<file path="src/rtl/imem_arb_pkg.sv">
// Shared types and constants for the instruction-memory arbiter.
package imem_arb_pkg;

    localparam int XLEN = 32;

    typedef enum logic [1:0] {
        IDLE   = 2'd0,
        F_WAIT = 2'd1,
        D_WAIT = 2'd2
    } state_e;

    typedef enum logic {
        SEL_F = 1'b0,
        SEL_D = 1'b1
    } port_sel_e;

    function automatic logic is_misaligned(input logic [1:0] byte_off);
        return (byte_off != 2'b00);
    endfunction

endpackage

</file>
<file path="src/rtl/imem_arbiter_if.sv">
// Bus bundle between the fetch port, the debug/loader port and the instruction RAM.
interface imem_arbiter_if #(
    parameter int ADDR_W = 10
);
    import imem_arb_pkg::*;

    logic              f_req_valid;
    logic              f_req_ready;
    logic [XLEN-1:0]   f_addr;
    logic              f_rsp_valid;
    logic [XLEN-1:0]   f_rdata;
    logic              f_err;

    logic              d_req_valid;
    logic              d_req_ready;
    logic              d_we;
    logic [XLEN-1:0]   d_addr;
    logic [XLEN-1:0]   d_wdata;
    logic              d_rsp_valid;
    logic [XLEN-1:0]   d_rdata;
    logic              d_err;

    logic              mem_en;
    logic              mem_we;
    logic [ADDR_W-1:0] mem_addr;
    logic [XLEN-1:0]   mem_wdata;
    logic [XLEN-1:0]   mem_rdata;

    modport slave (
        input  f_req_valid, f_addr,
        input  d_req_valid, d_we, d_addr, d_wdata,
        input  mem_rdata,
        output f_req_ready, f_rsp_valid, f_rdata, f_err,
        output d_req_ready, d_rsp_valid, d_rdata, d_err,
        output mem_en, mem_we, mem_addr, mem_wdata
    );

    modport master (
        output f_req_valid, f_addr,
        output d_req_valid, d_we, d_addr, d_wdata,
        output mem_rdata,
        input  f_req_ready, f_rsp_valid, f_rdata, f_err,
        input  d_req_ready, d_rsp_valid, d_rdata, d_err,
        input  mem_en, mem_we, mem_addr, mem_wdata
    );

endinterface

</file>
<file path="src/rtl/imem_arb_prio.sv">
// Grant selection between fetch and debug with a bounded debug burst,
// plus the fetch-starvation counter that enforces the bound.
module imem_arb_prio
    import imem_arb_pkg::*;
#(
    parameter int MAX_DBG_BURST = 4
) (
    input  logic      clk,
    input  logic      rst_n,
    input  logic      arb_en,
    input  logic      f_valid,
    input  logic      d_valid,
    output logic      gnt_valid,
    output port_sel_e gnt_sel
);

    localparam int               CNT_W   = $clog2(MAX_DBG_BURST + 1);
    localparam logic [CNT_W-1:0] CNT_MAX = CNT_W'(MAX_DBG_BURST);

    logic [CNT_W-1:0] count_r;
    logic [CNT_W-1:0] count_s;
    logic             starved_s;

    assign starved_s = (count_r == CNT_MAX);

    // Debug wins contention until fetch has waited out a full burst.
    always_comb begin
        gnt_valid = 1'b0;
        gnt_sel   = SEL_F;
        if (arb_en) begin
            if (f_valid && d_valid) begin
                gnt_valid = 1'b1;
                gnt_sel   = starved_s ? SEL_F : SEL_D;
            end else if (d_valid) begin
                gnt_valid = 1'b1;
                gnt_sel   = SEL_D;
            end else if (f_valid) begin
                gnt_valid = 1'b1;
                gnt_sel   = SEL_F;
            end else begin
                gnt_valid = 1'b0;
                gnt_sel   = SEL_F;
            end
        end else begin
            gnt_valid = 1'b0;
            gnt_sel   = SEL_F;
        end
    end

    // Counter next value: clear on fetch grant, count debug grants that bypass a waiting fetch.
    always_comb begin
        count_s = count_r;
        if (gnt_valid && (gnt_sel == SEL_F)) begin
            count_s = {CNT_W{1'b0}};
        end else if (gnt_valid && f_valid && !starved_s) begin
            count_s = count_r + CNT_W'(1);
        end else begin
            count_s = count_r;
        end
    end

    // Starvation counter register.
    always_ff @(posedge clk or negedge rst_n) begin
        if (!rst_n) begin
            count_r <= {CNT_W{1'b0}};
        end else begin
            count_r <= count_s;
        end
    end

endmodule

</file>
<file path="src/rtl/imem_arbiter.sv">
// Two-port arbiter in front of a single-port synchronous-read instruction RAM.
// Optional misaligned-address rejection: define IMEM_ARB_MISALIGN_CHECK_EN.
module imem_arbiter
    import imem_arb_pkg::*;
#(
    parameter int DEPTH         = 1024,
    parameter int ADDR_W        = $clog2(DEPTH),
    parameter int MAX_DBG_BURST = 4
) (
    input  logic          clk,
    input  logic          rst_n,
    imem_arbiter_if.slave bus
);

    state_e            state_r;
    state_e            state_s;
    logic              active_r;
    logic              arb_en_s;
    logic              gnt_valid_s;
    port_sel_e         gnt_sel_s;
    logic [XLEN-1:0]   req_addr_s;
    logic              misalign_s;

    logic              mem_en_r;
    logic              mem_en_s;
    logic              mem_we_r;
    logic              mem_we_s;
    logic [ADDR_W-1:0] mem_addr_r;
    logic [ADDR_W-1:0] mem_addr_s;
    logic [XLEN-1:0]   mem_wdata_r;
    logic [XLEN-1:0]   mem_wdata_s;

    logic              f_rsp_r;
    logic              f_rsp_s;
    logic              d_rsp_r;
    logic              d_rsp_s;
    logic              rsp_rd_r;
    logic              rsp_rd_s;
    logic              f_err_r;
    logic              f_err_s;
    logic              d_err_r;
    logic              d_err_s;

    // active_r holds off grants for the first cycle after reset release,
    // so ready stays low while rst_n is asserted.
    assign arb_en_s = active_r && (state_r == IDLE);

    imem_arb_prio #(
        .MAX_DBG_BURST (MAX_DBG_BURST)
    ) u_prio (
        .clk       (clk),
        .rst_n     (rst_n),
        .arb_en    (arb_en_s),
        .f_valid   (bus.f_req_valid),
        .d_valid   (bus.d_req_valid),
        .gnt_valid (gnt_valid_s),
        .gnt_sel   (gnt_sel_s)
    );

    assign req_addr_s = (gnt_sel_s == SEL_D) ? bus.d_addr : bus.f_addr;

`ifdef IMEM_ARB_MISALIGN_CHECK_EN
    assign misalign_s = is_misaligned(req_addr_s[1:0]);
`else
    assign misalign_s = 1'b0;
`endif

    // Next state and next values of every registered output.
    always_comb begin
        state_s     = state_r;
        mem_en_s    = 1'b0;
        mem_we_s    = 1'b0;
        mem_addr_s  = mem_addr_r;
        mem_wdata_s = mem_wdata_r;
        f_rsp_s     = 1'b0;
        d_rsp_s     = 1'b0;
        rsp_rd_s    = 1'b0;
        f_err_s     = 1'b0;
        d_err_s     = 1'b0;
        case (state_r)
            IDLE: begin
                if (gnt_valid_s && misalign_s) begin
                    // Rejected without touching memory; error response next cycle.
                    f_rsp_s = (gnt_sel_s == SEL_F);
                    d_rsp_s = (gnt_sel_s == SEL_D);
                    f_err_s = (gnt_sel_s == SEL_F);
                    d_err_s = (gnt_sel_s == SEL_D);
                    state_s = IDLE;
                end else if (gnt_valid_s) begin
                    mem_en_s   = 1'b1;
                    mem_addr_s = req_addr_s[ADDR_W+1:2];
                    if (gnt_sel_s == SEL_D) begin
                        mem_we_s    = bus.d_we;
                        mem_wdata_s = bus.d_wdata;
                        state_s     = D_WAIT;
                    end else begin
                        mem_we_s    = 1'b0;
                        mem_wdata_s = mem_wdata_r;
                        state_s     = F_WAIT;
                    end
                end else begin
                    state_s = IDLE;
                end
            end
            F_WAIT: begin
                f_rsp_s  = 1'b1;
                rsp_rd_s = 1'b1;
                state_s  = IDLE;
            end
            D_WAIT: begin
                d_rsp_s  = 1'b1;
                rsp_rd_s = !mem_we_r;
                state_s  = IDLE;
            end
            default: begin
                state_s = IDLE;
            end
        endcase
    end

    // State register and registered outputs.
    always_ff @(posedge clk or negedge rst_n) begin
        if (!rst_n) begin
            state_r     <= IDLE;
            active_r    <= 1'b0;
            mem_en_r    <= 1'b0;
            mem_we_r    <= 1'b0;
            mem_addr_r  <= {ADDR_W{1'b0}};
            mem_wdata_r <= {XLEN{1'b0}};
            f_rsp_r     <= 1'b0;
            d_rsp_r     <= 1'b0;
            rsp_rd_r    <= 1'b0;
            f_err_r     <= 1'b0;
            d_err_r     <= 1'b0;
        end else begin
            state_r     <= state_s;
            active_r    <= 1'b1;
            mem_en_r    <= mem_en_s;
            mem_we_r    <= mem_we_s;
            mem_addr_r  <= mem_addr_s;
            mem_wdata_r <= mem_wdata_s;
            f_rsp_r     <= f_rsp_s;
            d_rsp_r     <= d_rsp_s;
            rsp_rd_r    <= rsp_rd_s;
            f_err_r     <= f_err_s;
            d_err_r     <= d_err_s;
        end
    end

    assign bus.f_req_ready = gnt_valid_s && (gnt_sel_s == SEL_F);
    assign bus.d_req_ready = gnt_valid_s && (gnt_sel_s == SEL_D);

    assign bus.mem_en      = mem_en_r;
    assign bus.mem_we      = mem_we_r;
    assign bus.mem_addr    = mem_addr_r;
    assign bus.mem_wdata   = mem_wdata_r;

    // The RAM presents read data only in the response cycle, so it is steered through there.
    assign bus.f_rsp_valid = f_rsp_r;
    assign bus.f_rdata     = (f_rsp_r && rsp_rd_r) ? bus.mem_rdata : {XLEN{1'b0}};
    assign bus.f_err       = f_err_r;
    assign bus.d_rsp_valid = d_rsp_r;
    assign bus.d_rdata     = (d_rsp_r && rsp_rd_r) ? bus.mem_rdata : {XLEN{1'b0}};
    assign bus.d_err       = d_err_r;

endmodule

</file>
<file path="src/flat_wrapper.sv">
// flat-port wrapper written by rule: the top's interface ports become plain ports
module imem_arbiter_flat import imem_arb_pkg::*;
#(
    parameter int DEPTH         = 1024,
    parameter int ADDR_W        = $clog2(DEPTH),
    parameter int MAX_DBG_BURST = 4
)
  (clk, rst_n, bus_f_req_valid, bus_f_addr, bus_d_req_valid, bus_d_we, bus_d_addr, bus_d_wdata, bus_mem_rdata, bus_f_req_ready, bus_f_rsp_valid, bus_f_rdata, bus_f_err, bus_d_req_ready, bus_d_rsp_valid, bus_d_rdata, bus_d_err, bus_mem_en, bus_mem_we, bus_mem_addr, bus_mem_wdata);
  imem_arbiter_if #(.ADDR_W(ADDR_W)) bus_i ();
  input  logic clk;
  input  logic rst_n;
  input wire logic [$bits(bus_i.f_req_valid)-1:0] bus_f_req_valid;
  input wire logic [$bits(bus_i.f_addr)-1:0] bus_f_addr;
  input wire logic [$bits(bus_i.d_req_valid)-1:0] bus_d_req_valid;
  input wire logic [$bits(bus_i.d_we)-1:0] bus_d_we;
  input wire logic [$bits(bus_i.d_addr)-1:0] bus_d_addr;
  input wire logic [$bits(bus_i.d_wdata)-1:0] bus_d_wdata;
  input wire logic [$bits(bus_i.mem_rdata)-1:0] bus_mem_rdata;
  output wire logic [$bits(bus_i.f_req_ready)-1:0] bus_f_req_ready;
  output wire logic [$bits(bus_i.f_rsp_valid)-1:0] bus_f_rsp_valid;
  output wire logic [$bits(bus_i.f_rdata)-1:0] bus_f_rdata;
  output wire logic [$bits(bus_i.f_err)-1:0] bus_f_err;
  output wire logic [$bits(bus_i.d_req_ready)-1:0] bus_d_req_ready;
  output wire logic [$bits(bus_i.d_rsp_valid)-1:0] bus_d_rsp_valid;
  output wire logic [$bits(bus_i.d_rdata)-1:0] bus_d_rdata;
  output wire logic [$bits(bus_i.d_err)-1:0] bus_d_err;
  output wire logic [$bits(bus_i.mem_en)-1:0] bus_mem_en;
  output wire logic [$bits(bus_i.mem_we)-1:0] bus_mem_we;
  output wire logic [$bits(bus_i.mem_addr)-1:0] bus_mem_addr;
  output wire logic [$bits(bus_i.mem_wdata)-1:0] bus_mem_wdata;
  assign bus_i.f_req_valid = bus_f_req_valid;
  assign bus_i.f_addr = bus_f_addr;
  assign bus_i.d_req_valid = bus_d_req_valid;
  assign bus_i.d_we = bus_d_we;
  assign bus_i.d_addr = bus_d_addr;
  assign bus_i.d_wdata = bus_d_wdata;
  assign bus_i.mem_rdata = bus_mem_rdata;
  assign bus_f_req_ready = bus_i.f_req_ready;
  assign bus_f_rsp_valid = bus_i.f_rsp_valid;
  assign bus_f_rdata = bus_i.f_rdata;
  assign bus_f_err = bus_i.f_err;
  assign bus_d_req_ready = bus_i.d_req_ready;
  assign bus_d_rsp_valid = bus_i.d_rsp_valid;
  assign bus_d_rdata = bus_i.d_rdata;
  assign bus_d_err = bus_i.d_err;
  assign bus_mem_en = bus_i.mem_en;
  assign bus_mem_we = bus_i.mem_we;
  assign bus_mem_addr = bus_i.mem_addr;
  assign bus_mem_wdata = bus_i.mem_wdata;
  imem_arbiter #(.DEPTH(DEPTH), .ADDR_W(ADDR_W), .MAX_DBG_BURST(MAX_DBG_BURST)) u_core (.clk(clk), .rst_n(rst_n), .bus(bus_i));
endmodule
</file>
<file path="config.mk">
export PLATFORM = sky130hd
export DESIGN_NAME = imem_arbiter_flat
export DESIGN_NICKNAME = d
export VERILOG_FILES = /design/src/rtl/imem_arb_pkg.sv /design/src/rtl/imem_arbiter_if.sv /design/src/rtl/imem_arb_prio.sv /design/src/rtl/imem_arbiter.sv /design/src/flat_wrapper.sv
export SDC_FILE = /design/constraint.sdc
export NUM_CORES = 1
export LEC_CHECK = 0
export CAP_MARGIN = 40
export CORE_ASPECT_RATIO = 0.6
export CORE_MARGIN = 1
export CORE_UTILIZATION = 34
export CTS_CLUSTER_DIAMETER = 150
export DETAILED_ROUTE_END_ITERATION = 12
export PLACE_DENSITY = 0.89
export SETUP_SLACK_MARGIN = 0.05
export SYNTH_ARGS = -nofsm -noshare
export SYNTH_HDL_FRONTEND = slang
export SYNTH_SLANG_ARGS = --single-unit
export TNS_END_PERCENT = 5
</file>
<file path="constraint.sdc">
create_clock -name clk -period 3.05 [get_ports clk]
set_input_delay 0.7625 -clock clk [delete_from_list [all_inputs] [get_ports clk]]
set_output_delay 0.7625 -clock clk [all_outputs]
set_load 0.005 [all_outputs]
</file>
==> tab_implementation.tex <==
\begin{tabular}{lr}
\hline
Metric & Value \\
\hline
\multicolumn{2}{l}{\textbf{Timing}} \\
Portion of the clock cycle consumed by the worst path in the final layout & 0.9286 \\
Skew final & 0.006454 ns \\
Transition time at the pin with the least slew margin & 0.7982 ns \\
Final setup violation count & 0 \\
Normalized max-slew margin & 0.4678 \\
Unrepaired setup endpoints after global routing & false \\
Highest Clock Rate & 0.3531 GHz \\
Final sum of negative setup slack & 0 ns \\
Final worst slack & 0.2178 ns \\
Slew Viols, Final & 0 \\
Hold Violations, Final & 0 \\
Hold slack final & approximately 0.51 ns \\
Time the worst path needs with I/O delays and setup & roughly 2.8 ns \\
\multicolumn{2}{l}{\textbf{Placed design}} \\
Final weighted congestion in routability-driven placement & $\sim$0.75 \\
Detailed placer's ending HPWL & 6801 um \\
Worst setup slack after placement & -0.07390 ns \\
Port Buf Inserts & 200 \\
\multicolumn{2}{l}{\textbf{Finish}} \\
Area growth from synthesis to final layout & 78.20\% \\
Total area of multi-input combinational cells & 0.001310 mm2 \\
Most frequent standard cell in the layout excluding fill and tap cells & clkdlybuf4s50\_1 \\
Fraction of final layout cells with drive strength greater than 1 & 0.1230 \\
Reg area & $\sim$0.0013 mm2 \\
Total of fill cells in the finished design & 614 \\
Top library cells by usage in the layout, fill and taps aside & 197 x clkdlybuf4s50\_1, 64 x and3\_1, 53 x dfrtp\_1 \\
ANT cells & 0 \\
Nets & 569 \\
\multicolumn{2}{l}{\textbf{Die}} \\
Die outline width & 119.5 um \\
Area of the die & 0.008667 mm2 \\
Number of placed I/O pins & 247 \\
Floorplan die height & roughly 73 um \\
Number of standard-cell rows in the floorplan & 25 \\
Core Box Area & just under 0.008 mm2 \\
Starting Density & 0.3546 \\
\multicolumn{2}{l}{\textbf{Worst setup path}} \\
Crit path required time & around 2.3 ns \\
Worst endpoint data arrival time & around 2.1 ns \\
Kind of start point of the critical path & input port \\
Reg2Reg Launch Point & u\_core.u\_prio.count\_r[0] \\
CP endpoint kind & output pin \\
Depth of the most critical reg-to-reg path & 7 \\
Reg-to-reg critical path endpoint & u\_core.bus.mem\_wdata[31] \\
Startpoint-to-endpoint class of the critical path & input port to output pin \\
Worst reg-to-reg setup slack & 0.88 ns \\
Origin of the worst setup path & bus\_f\_req\_valid \\
Max Fanout on Critical Path & 3 \\
\multicolumn{2}{l}{\textbf{Synthesis}} \\
Sequential element share of the synthesized area & 0.4707 \\
Synth Cell Area & approximately 0.0028 mm2 \\
Number of standard cells after synthesis & about 240 \\
Cell types occupying the most area after synthesis & dfrtp\_1 47\%, mux2\_4 15\%, and3\_1 14\% \\
Number of synthesized register bits & 53 \\
Number of distinct standard cells referenced by the synthesized netlist & 30 \\
Fraction of post-synthesis cell area in the top cell type by area & 0.4707 \\
Number of warnings issued by yosys & 0 \\
Cell taking the most area after synthesis & dfrtp\_1 \\
Mean instance size in the synthesized netlist & 11.89 um2 \\
\multicolumn{2}{l}{\textbf{Hold path}} \\
Worst hold start & u\_core.bus.mem\_wdata[1] \\
Class of the most critical hold timing path & flop to flop \\
Hold Path Sink & u\_core.bus.mem\_wdata[1] \\
Cell depth of the worst hold path & 1 \\
\multicolumn{2}{l}{\textbf{Status}} \\
Result of the run & completed \\
\multicolumn{2}{l}{\textbf{Pwr}} \\
PwrDens & 535.7 mW/mm2 \\
Static leakage power & 0.002311 uW \\
Maximum vdd ir drop & 0.3236 mV \\
\multicolumn{2}{l}{\textbf{GRT}} \\
Overflow after GRT & 0 \\
Global-route wire length before repair & 13510 um \\
Pin count of the biggest net entering global routing & 65 \\
Via count of the first global-routing pass & 2618 \\
Antenna violations before repair & 0 \\
Combined global-route utilization of all metal layers & 0.2003 \\
\multicolumn{2}{l}{\textbf{Clock tree}} \\
Clock sink count & 53 \\
Clock buffer depth & 2 \\
Quantity of gates resized following cts & 2 \\
Postcts setup bufs & 0 \\
Hold-fix buffer count after cts & 0 \\
Clock latency on the worst-skew pair & roughly 0.29 ns \\
CTS Buf Count & 5 \\
Clock edge transition at the registers on the reported setup and hold paths & about 0.07 ns \\
CTS tree & built \\
Clock root buffer & clkbuf\_16 \\
Number of H-tree levels & 2 \\
\multicolumn{2}{l}{\textbf{Routing}} \\
DR pass1 iterations & 6 \\
DR DRC count & 0 \\
Vias per std cell & 4.783 \\
1st-iter DRT viols & 92 \\
Total number of vias & 2578 \\
WL per Instance & 16.30 um \\
Final wirelength & 8785 um \\
Antenna Violating Nets Remaining & 0 \\
\multicolumn{2}{l}{\textbf{Flow run}} \\
Count of max-cap constraint violations & 0 \\
\hline
\end{tabular}
## synthesized netlist by cell type
master / instances
a22o_1: 1
a311o_1: 10
and2_1: 3
and3_1: 64
and3_4: 1
buf_1: 2
buf_12: 2
buf_2: 1
buf_4: 2
buf_6: 2
buf_8: 1
clkbuf_1: 14
conb_1: 2
dfrtp_1: 53
ha_1: 5
inv_1: 5
inv_8: 1
mux2_2: 4
mux2_4: 28
nand2_1: 3
nand2b_1: 1
nand3_1: 4
nor2b_1: 11
nor3b_1: 10
o211a_1: 1
o21a_1: 1
o21ai_0: 2
o22ai_1: 1
or2_1: 1
or2b_1: 1
## area by class of cell
cell class / instances / area share
Sequential cell: 53 / 0.2641
Clock buffer: 6 / 0.02766
Inverter: 6 / 0.005981
Clock inverter: 1 / 0.001495
Tap cell: 108 / 0.02691
Multi-Input combinational cell: 155 / 0.2609
Timing Repair Buffer: 210 / 0.4129
## worst max path at each step
stage	to	slack, ns	cells past startpoint
floorplan	bus_f_req_ready	0.76	5
global placement	bus_f_req_ready	-0.05	5
detailed placement	bus_f_req_ready	-0.07	5
CTS	bus_d_req_ready	0.07	5
global route	bus_f_req_ready	0.18	5
finish	bus_f_req_ready	0.22	5
## cell families (layout without fill, tap and decap cells)
family / count (synthesis) / count (layout) / share of synthesized area
DFF: 53 / 53 / 0.4707
adders and majority gates: 5 / 5 / 0.02220
muxes: 32 / 32 / 0.1652
and+or+nand+nor: 99 / 99 / 0.2220
other: 2 / 3 / 0.002665
buffers and inverters: 30 / 223 / 0.06660
AOI/OAI and AO/OA: 16 / 16 / 0.05063
## metal layers
layer | track usage | routed length, um
met3 | 0.05660 | 562
met1 | 0.2386 | 3608
met5 | 0 | 0
met4 | 0.05139 | 131
met2 | 0.3597 | 4483
## where the power goes
part           internal [uW]  switching, uW
clock network            322            244
registers                914            143
logic                    733            334
## state kept, by name, indices dropped and copies added (netlist names), 2 cells and up
register / flops
u_core.bus.mem_wdata: 32
u_core.bus.mem_addr: 10
u_core.state_r: 2
u_core.u_prio.count_r: 3
## critical path: stages
cell,delay (ns)
clkdlybuf4s50_1,0.43
and3_4,0.19
or2_4,0.28
and2_1,0.14
dlygate4sd2_1,0.27
## metrics by stage
step / cell area, um2 / util / cells / power [uW]
finish: 5021 / 0.6320 / 539 / 2690
global route: 5021 / 0.6320 / 539 / 2832
CTS: 5019 / 0.6317 / 539 / 2718
detailed placement: 4871 / 0.6131 / 532 / 2136
global placement: 4871 / 0.6131 / 532 / 2092
floorplan: 2821 / - / 238 / 1501
No activity file was read; power rests on OpenSTA's default activity.
==> RTL edit 1 (config.mk and constraints unchanged) <==
The 3 states of `state_e` get a one-hot encoding in 3 bits.
--- a/src/rtl/imem_arb_pkg.sv
+++ b/src/rtl/imem_arb_pkg.sv
@@ -3,10 +3,10 @@
 
     localparam int XLEN = 32;
 
-    typedef enum logic [1:0] {
-        IDLE   = 2'd0,
-        F_WAIT = 2'd1,
-        D_WAIT = 2'd2
+    typedef enum logic [2:0] {
+        IDLE   = 3'b001,
+        F_WAIT = 3'b010,
+        D_WAIT = 3'b100
     } state_e;
 
     typedef enum logic {
Formal check against the unedited RTL: same outputs for any inputs over 10 cycles, from zero or initial values and one cycle with rst_n low; not proved beyond that.
==> RTL edit 1 against the unedited design <==
Largest power group unchanged. Largest cell class unchanged. Wire length shrank 1.2%. Total power is 19% higher. Area after synthesis fell by 0.31%. Worst setup slack worse by 0.070 ns. Utilization down 0.22 points. Cell area is 0.35% lower. Sequential cell count rose by 1. First-iteration DRC count increased by 88%. Combinational power is 25% higher.
==> RTL edit 1: results <==
[timing]
skew_ns = 0.00657
setup-tns-final_ns = 0
slew_violations = 0
max_slew_margin_pct = 44.0

[synth]
ys_warn_count = 0
synthTopCellsByArea = dfrtp_1, mux2_4, and3_1
ys_types = 29
ys_top_cells_by_count = and3_1, dfrtp_1, inv_1
yosysSeqAreaShare_pct = 48.2
synth_most_common_cell = and3_1
syn_area_per_cell_sq_um = 11.6
synth_flop_cell = dfrtp_1
async_flop_share_pct = 100

[place]
port_buffers = 200
dp_cells = 535
post_dp_cell_area_sq_um = 4830
place_congestion = 0.852
dp.final_hpwl_um = 6750

[grt]
grt_pass1_wl_um = 13500
grt_antenna_before_repair = 0
grt_usage_pct = 19.9
grt_max_degree = 65

[hold_path]
hp-class = reg2reg

[cells_and_area]
drive_gt1_share_pct = 11.5
fin_nets = 569
largest_reg_flops = 32

[detailed_routing]
viasPerCell = 4.83
wire_per_inst_um = 16.0
firstDrtPassIters = 5
detailroute.via_count = 2623
drtIter0Drc = 173

[clock_tree]
clock-root-buffer = clkbuf_16
cts-htree-levels = 2
cts-buffers-inserted = 5
worstSkewPairLatency_ns = 0.29
path_clk_slew_ns = 0.07
clock_path_buffers = 2
cts_resized = 0
cts_setup_buffers = 0

[power]
power.static_leakage_nw = 2.41
ir_worst_vdd_mv = 0.353
intPower_mw = 2.36

[status]
outcome = finished clean

[critical_path]
worst_ep_arrival_time_ns = 2.14
path_max_fanout = 4
[RTL edit 1: cell count changes in the layout (fill, tap and decap cells not counted), sizes merged, moves of 2 or more]
cell           unedited run  this run
inv                       6        36
clkdlybuf4s50           197       199
a222oi                    0        10
a311o                    10         0
mux2i                     0         2
nor2b                    11         1
ha                        5         2
nor3b                    10         2
a211oi                    0         2
nand3                     4         2
buf                      11         7
and2                      3         1
[RTL edit 1: worst paths after layout]
path,startpoint,endpoint,slack (ns),depth (start not counted)
setup / recovery,bus_f_req_valid,bus_d_req_ready,0.15,4
hold / removal,u_core.state_r[2],u_core.bus.f_rsp_valid,0.48,1
setup reg to reg,u_core.u_prio.count_r[0],u_core.bus.mem_wdata[1],0.85,6
hold reg to reg,u_core.state_r[2],u_core.bus.f_rsp_valid,0.48,1
max in group asynchronous,rst_n,u_core.bus.mem_wdata[16],2.00,2
min in group asynchronous,rst_n,u_core.bus.mem_wdata[20],0.58,2
[RTL edit 1: critical path: stages]
cell             delay, ns
clkdlybuf4s50_1       0.52
inv_1                 0.10
o211a_2               0.30
clkdlybuf4s50_1       0.45
[RTL edit 1: power by group through the flow]
| stage | Sequential, mW | Clock [mW] | Combinational (mW) |
|---|---|---|---|
| floorplan | 1.20 | 0 | 0.548 |
| global placement | 1.19 | 0 | 1.30 |
| detailed placement | 1.21 | 0 | 1.34 |
| CTS | 1.21 | 0.682 | 1.35 |
| global route | 1.24 | 0.720 | 1.43 |
| finish | 1.20 | 0.662 | 1.34 |
[RTL edit 1: cell type report]
class / instances / area, sq um
clock inverters: 2 / 38.8
inverters: 35 / 131
multi-input cells: 132 / 1160
flip-flops and latches: 54 / 1350
fillers: 622 / 2940
clock buffers: 6 / 139
well taps: 108 / 135
repair buffers: 206 / 2040
[RTL edit 1: cells by family (layout without fill, tap and decap cells)]
kind of cell,count (synthesis),in the layout,synth area share (%)
AOI/OAI and AO/OA,18,18,5.92
adders and majority gates,2,2,0.891
buffers and inverters,58,249,10.5
DFF,54,54,48.2
muxes,34,34,17.3
other,2,3,0.267
and+or+nand+nor,75,75,17.0
[RTL edit 1: per-layer routing]
layer / wire length, um / global-route usage [%] / up-vias
met5: 0 / 0 / -
met4: 193 / 6.81 / 0
met3: 501 / 4.01 / 10
met2: 4400 / 35.8 / 114
met1: 3590 / 24.1 / 1284
li1: - / - / 1215
==> RTL edit 2 (same flow settings) <==
Without the edit above. `MAX_DBG_BURST` is set to 4 in 3 places; all go to 8.
--- a/src/rtl/imem_arb_prio.sv
+++ b/src/rtl/imem_arb_prio.sv
@@ -3,7 +3,7 @@
 module imem_arb_prio
     import imem_arb_pkg::*;
 #(
-    parameter int MAX_DBG_BURST = 4
+    parameter int MAX_DBG_BURST = 8
 ) (
     input  logic      clk,
     input  logic      rst_n,
--- a/src/rtl/imem_arbiter.sv
+++ b/src/rtl/imem_arbiter.sv
@@ -5,7 +5,7 @@
 #(
     parameter int DEPTH         = 1024,
     parameter int ADDR_W        = $clog2(DEPTH),
-    parameter int MAX_DBG_BURST = 4
+    parameter int MAX_DBG_BURST = 8
 ) (
     input  logic          clk,
     input  logic          rst_n,
--- a/src/flat_wrapper.sv
+++ b/src/flat_wrapper.sv
@@ -3,7 +3,7 @@
 #(
     parameter int DEPTH         = 1024,
     parameter int ADDR_W        = $clog2(DEPTH),
-    parameter int MAX_DBG_BURST = 4
+    parameter int MAX_DBG_BURST = 8
 )
   (clk, rst_n, bus_f_req_valid, bus_f_addr, bus_d_req_valid, bus_d_we, bus_d_addr, bus_d_wdata, bus_mem_rdata, bus_f_req_ready, bus_f_rsp_valid, bus_f_rdata, bus_f_err, bus_d_req_ready, bus_d_rsp_valid, bus_d_rdata, bus_d_err, bus_mem_en, bus_mem_we, bus_mem_addr, bus_mem_wdata);
   imem_arbiter_if #(.ADDR_W(ADDR_W)) bus_i ();
Check against the original RTL: not equivalent (Yosys sat finds a counterexample within 10 cycles, from zero or initial values and one cycle with rst_n low).
==> RTL edit 2 against the unedited design <==
Cell area grew 2.1%. Sequential cell count grew 1. Total power grew 19%. Via count grew 4.4%. Critical path depth shrank 1. Die area grew 3.3%. Area after synthesis grew 3.3%. Wire length grew 3.9%. Sequential share of layout area shrank 0.053 points. Combinational power grew 31%. Worst setup slack lost 0.068 ns. Critical endpoint is now bus_d_req_ready.
==> RTL edit 2: results <==
[detailed_routing]
drtIter0Drc = 102
firstDrtPassIters = 4
wire_per_inst_um = 16.1
detailroute.via_count = 2692
ant_nets = 0

[place]
dp.final_hpwl_um = 7060
place_congestion = 0.833
port_buffers = 200

[synth]
ys_types = 33
synthTopCellsByArea = dfrtp_1, and3_1, mux2_4
yosysSeqAreaShare_pct = 46.4
ys_top_cells_by_count = and3_1, dfrtp_1, mux2_4
synth_seq_cells = 54
async_flop_share_pct = 100
synth_flop_cell = dfrtp_1
synth-edff-count = 0
ys_warn_count = 0

[grt]
grt_antenna_before_repair = 0
grt_pass1_vias = 2763
grt_usage_pct = 20.7
grt_max_degree = 65
grt_pass1_wl_um = 14300

[clock_tree]
worstSkewPairLatency_ns = 0.29
clock-root-buffer = clkbuf_16
cts-buffers-inserted = 5
cts-htree-levels = 2
path_clk_slew_ns = 0.07
cts_setup_buffers = 0
cts_resized = 1
clock_path_buffers = 2

[critical_path]
path_max_fanout = 4
r2r_setup_slack_ns = 1.11

[timing]
skew_ns = 0.0111
max_slew_margin_pct = 47.8

[cells_and_area]
drive_gt1_share_pct = 12.0
largest_reg_flops = 32
fin_nets = 595
fillers = 635
n_antenna_cell = 0

[power]
power.static_leakage_nw = 2.37
ir_worst_vdd_mv = 0.451

[hold_path]
hp-class = in2async

[status]
outcome = finished clean
## RTL edit 2: area by class of cell
class	instances	area, sq um	share of cell area, %
Timing Repair Buffer	210	2070	40.4
Tap cell	108	135	2.64
Inverter	16	60.1	1.17
Sequential cell	54	1350	26.4
Clock buffer	6	139	2.71
Clock inverter	2	16.3	0.317
Multi-Input combinational cell	170	1350	26.4
## RTL edit 2: cells by family (layout without fill, tap and decap cells)
logic type               Yosys count  in the layout  share of synthesized area [%]
multiplexers                      32             32                           15.7
buffers and inverters             40            234                           7.22
AND/OR/NAND/NOR                   90             90                           19.1
flip-flops                        54             54                           46.4
AO/OA/AOI/OAI                     40             40                           9.11
adder cells (fa/ha/maj)            5              5                           2.15
other                              2              3                          0.258
## RTL edit 2: worst max-delay path, cell delays in order
cell             delay [ns]
clkdlybuf4s50_1        0.54
nand3_2                0.16
nor2_8                 0.13
clkdlybuf4s50_1        0.55
## RTL edit 2: path summary, 6_finish.rpt
kind / startpoint / to / cells after the start
setup reg to reg: u_core.u_prio.count_r[0] / u_core.bus.mem_wdata[3] / 6
setup / recovery: bus_d_req_valid / bus_d_req_ready / 4
min in group clk: u_core.bus.mem_wdata[2] / u_core.bus.mem_wdata[2] / 1
max in group asynchronous: rst_n / u_core.bus.mem_en / 2
hold reg to reg: u_core.bus.mem_wdata[2] / u_core.bus.mem_wdata[2] / 1
hold / removal: rst_n / u_core.bus.mem_wdata[4] / 1
## RTL edit 2: routing by layer
| layer | vias to the layer above | global-route usage (%) | part of all wire [%] |
|---|---|---|---|
| li1 | 1304 | - | - |
| met2 | 109 | 38.9 | 51 |
| met3 | 6 | 6.29 | 7.4 |
| met4 | 0 | 4.12 | 1.1 |
| met1 | 1273 | 23.2 | 40 |
| met5 | - | 0 | 0 |
## RTL edit 2: metrics by stage
stage	worst slack (ns)	cell area [sq um]	std cells	utilization [%]	hold slack (ns)
global route	0.114	5130	566	63.5	0.253
global placement	0.0670	4970	558	61.6	0.490
CTS	0.135	5130	566	63.5	0.259
detailed placement	0.0263	4970	558	61.6	0.493
finish	0.150	5130	566	63.5	0.265
floorplan	0.867	2920	264	-	0.467
## RTL edit 2: where the power goes
group	total, mW	internal [mW]	switching [mW]	leakage [nW]
sequential	1.21	1.00	0.206	0.641
combinational	1.40	0.941	0.461	1.66
clock	0.585	0.330	0.255	0.0735
total	3.19	2.27	0.922	2.37
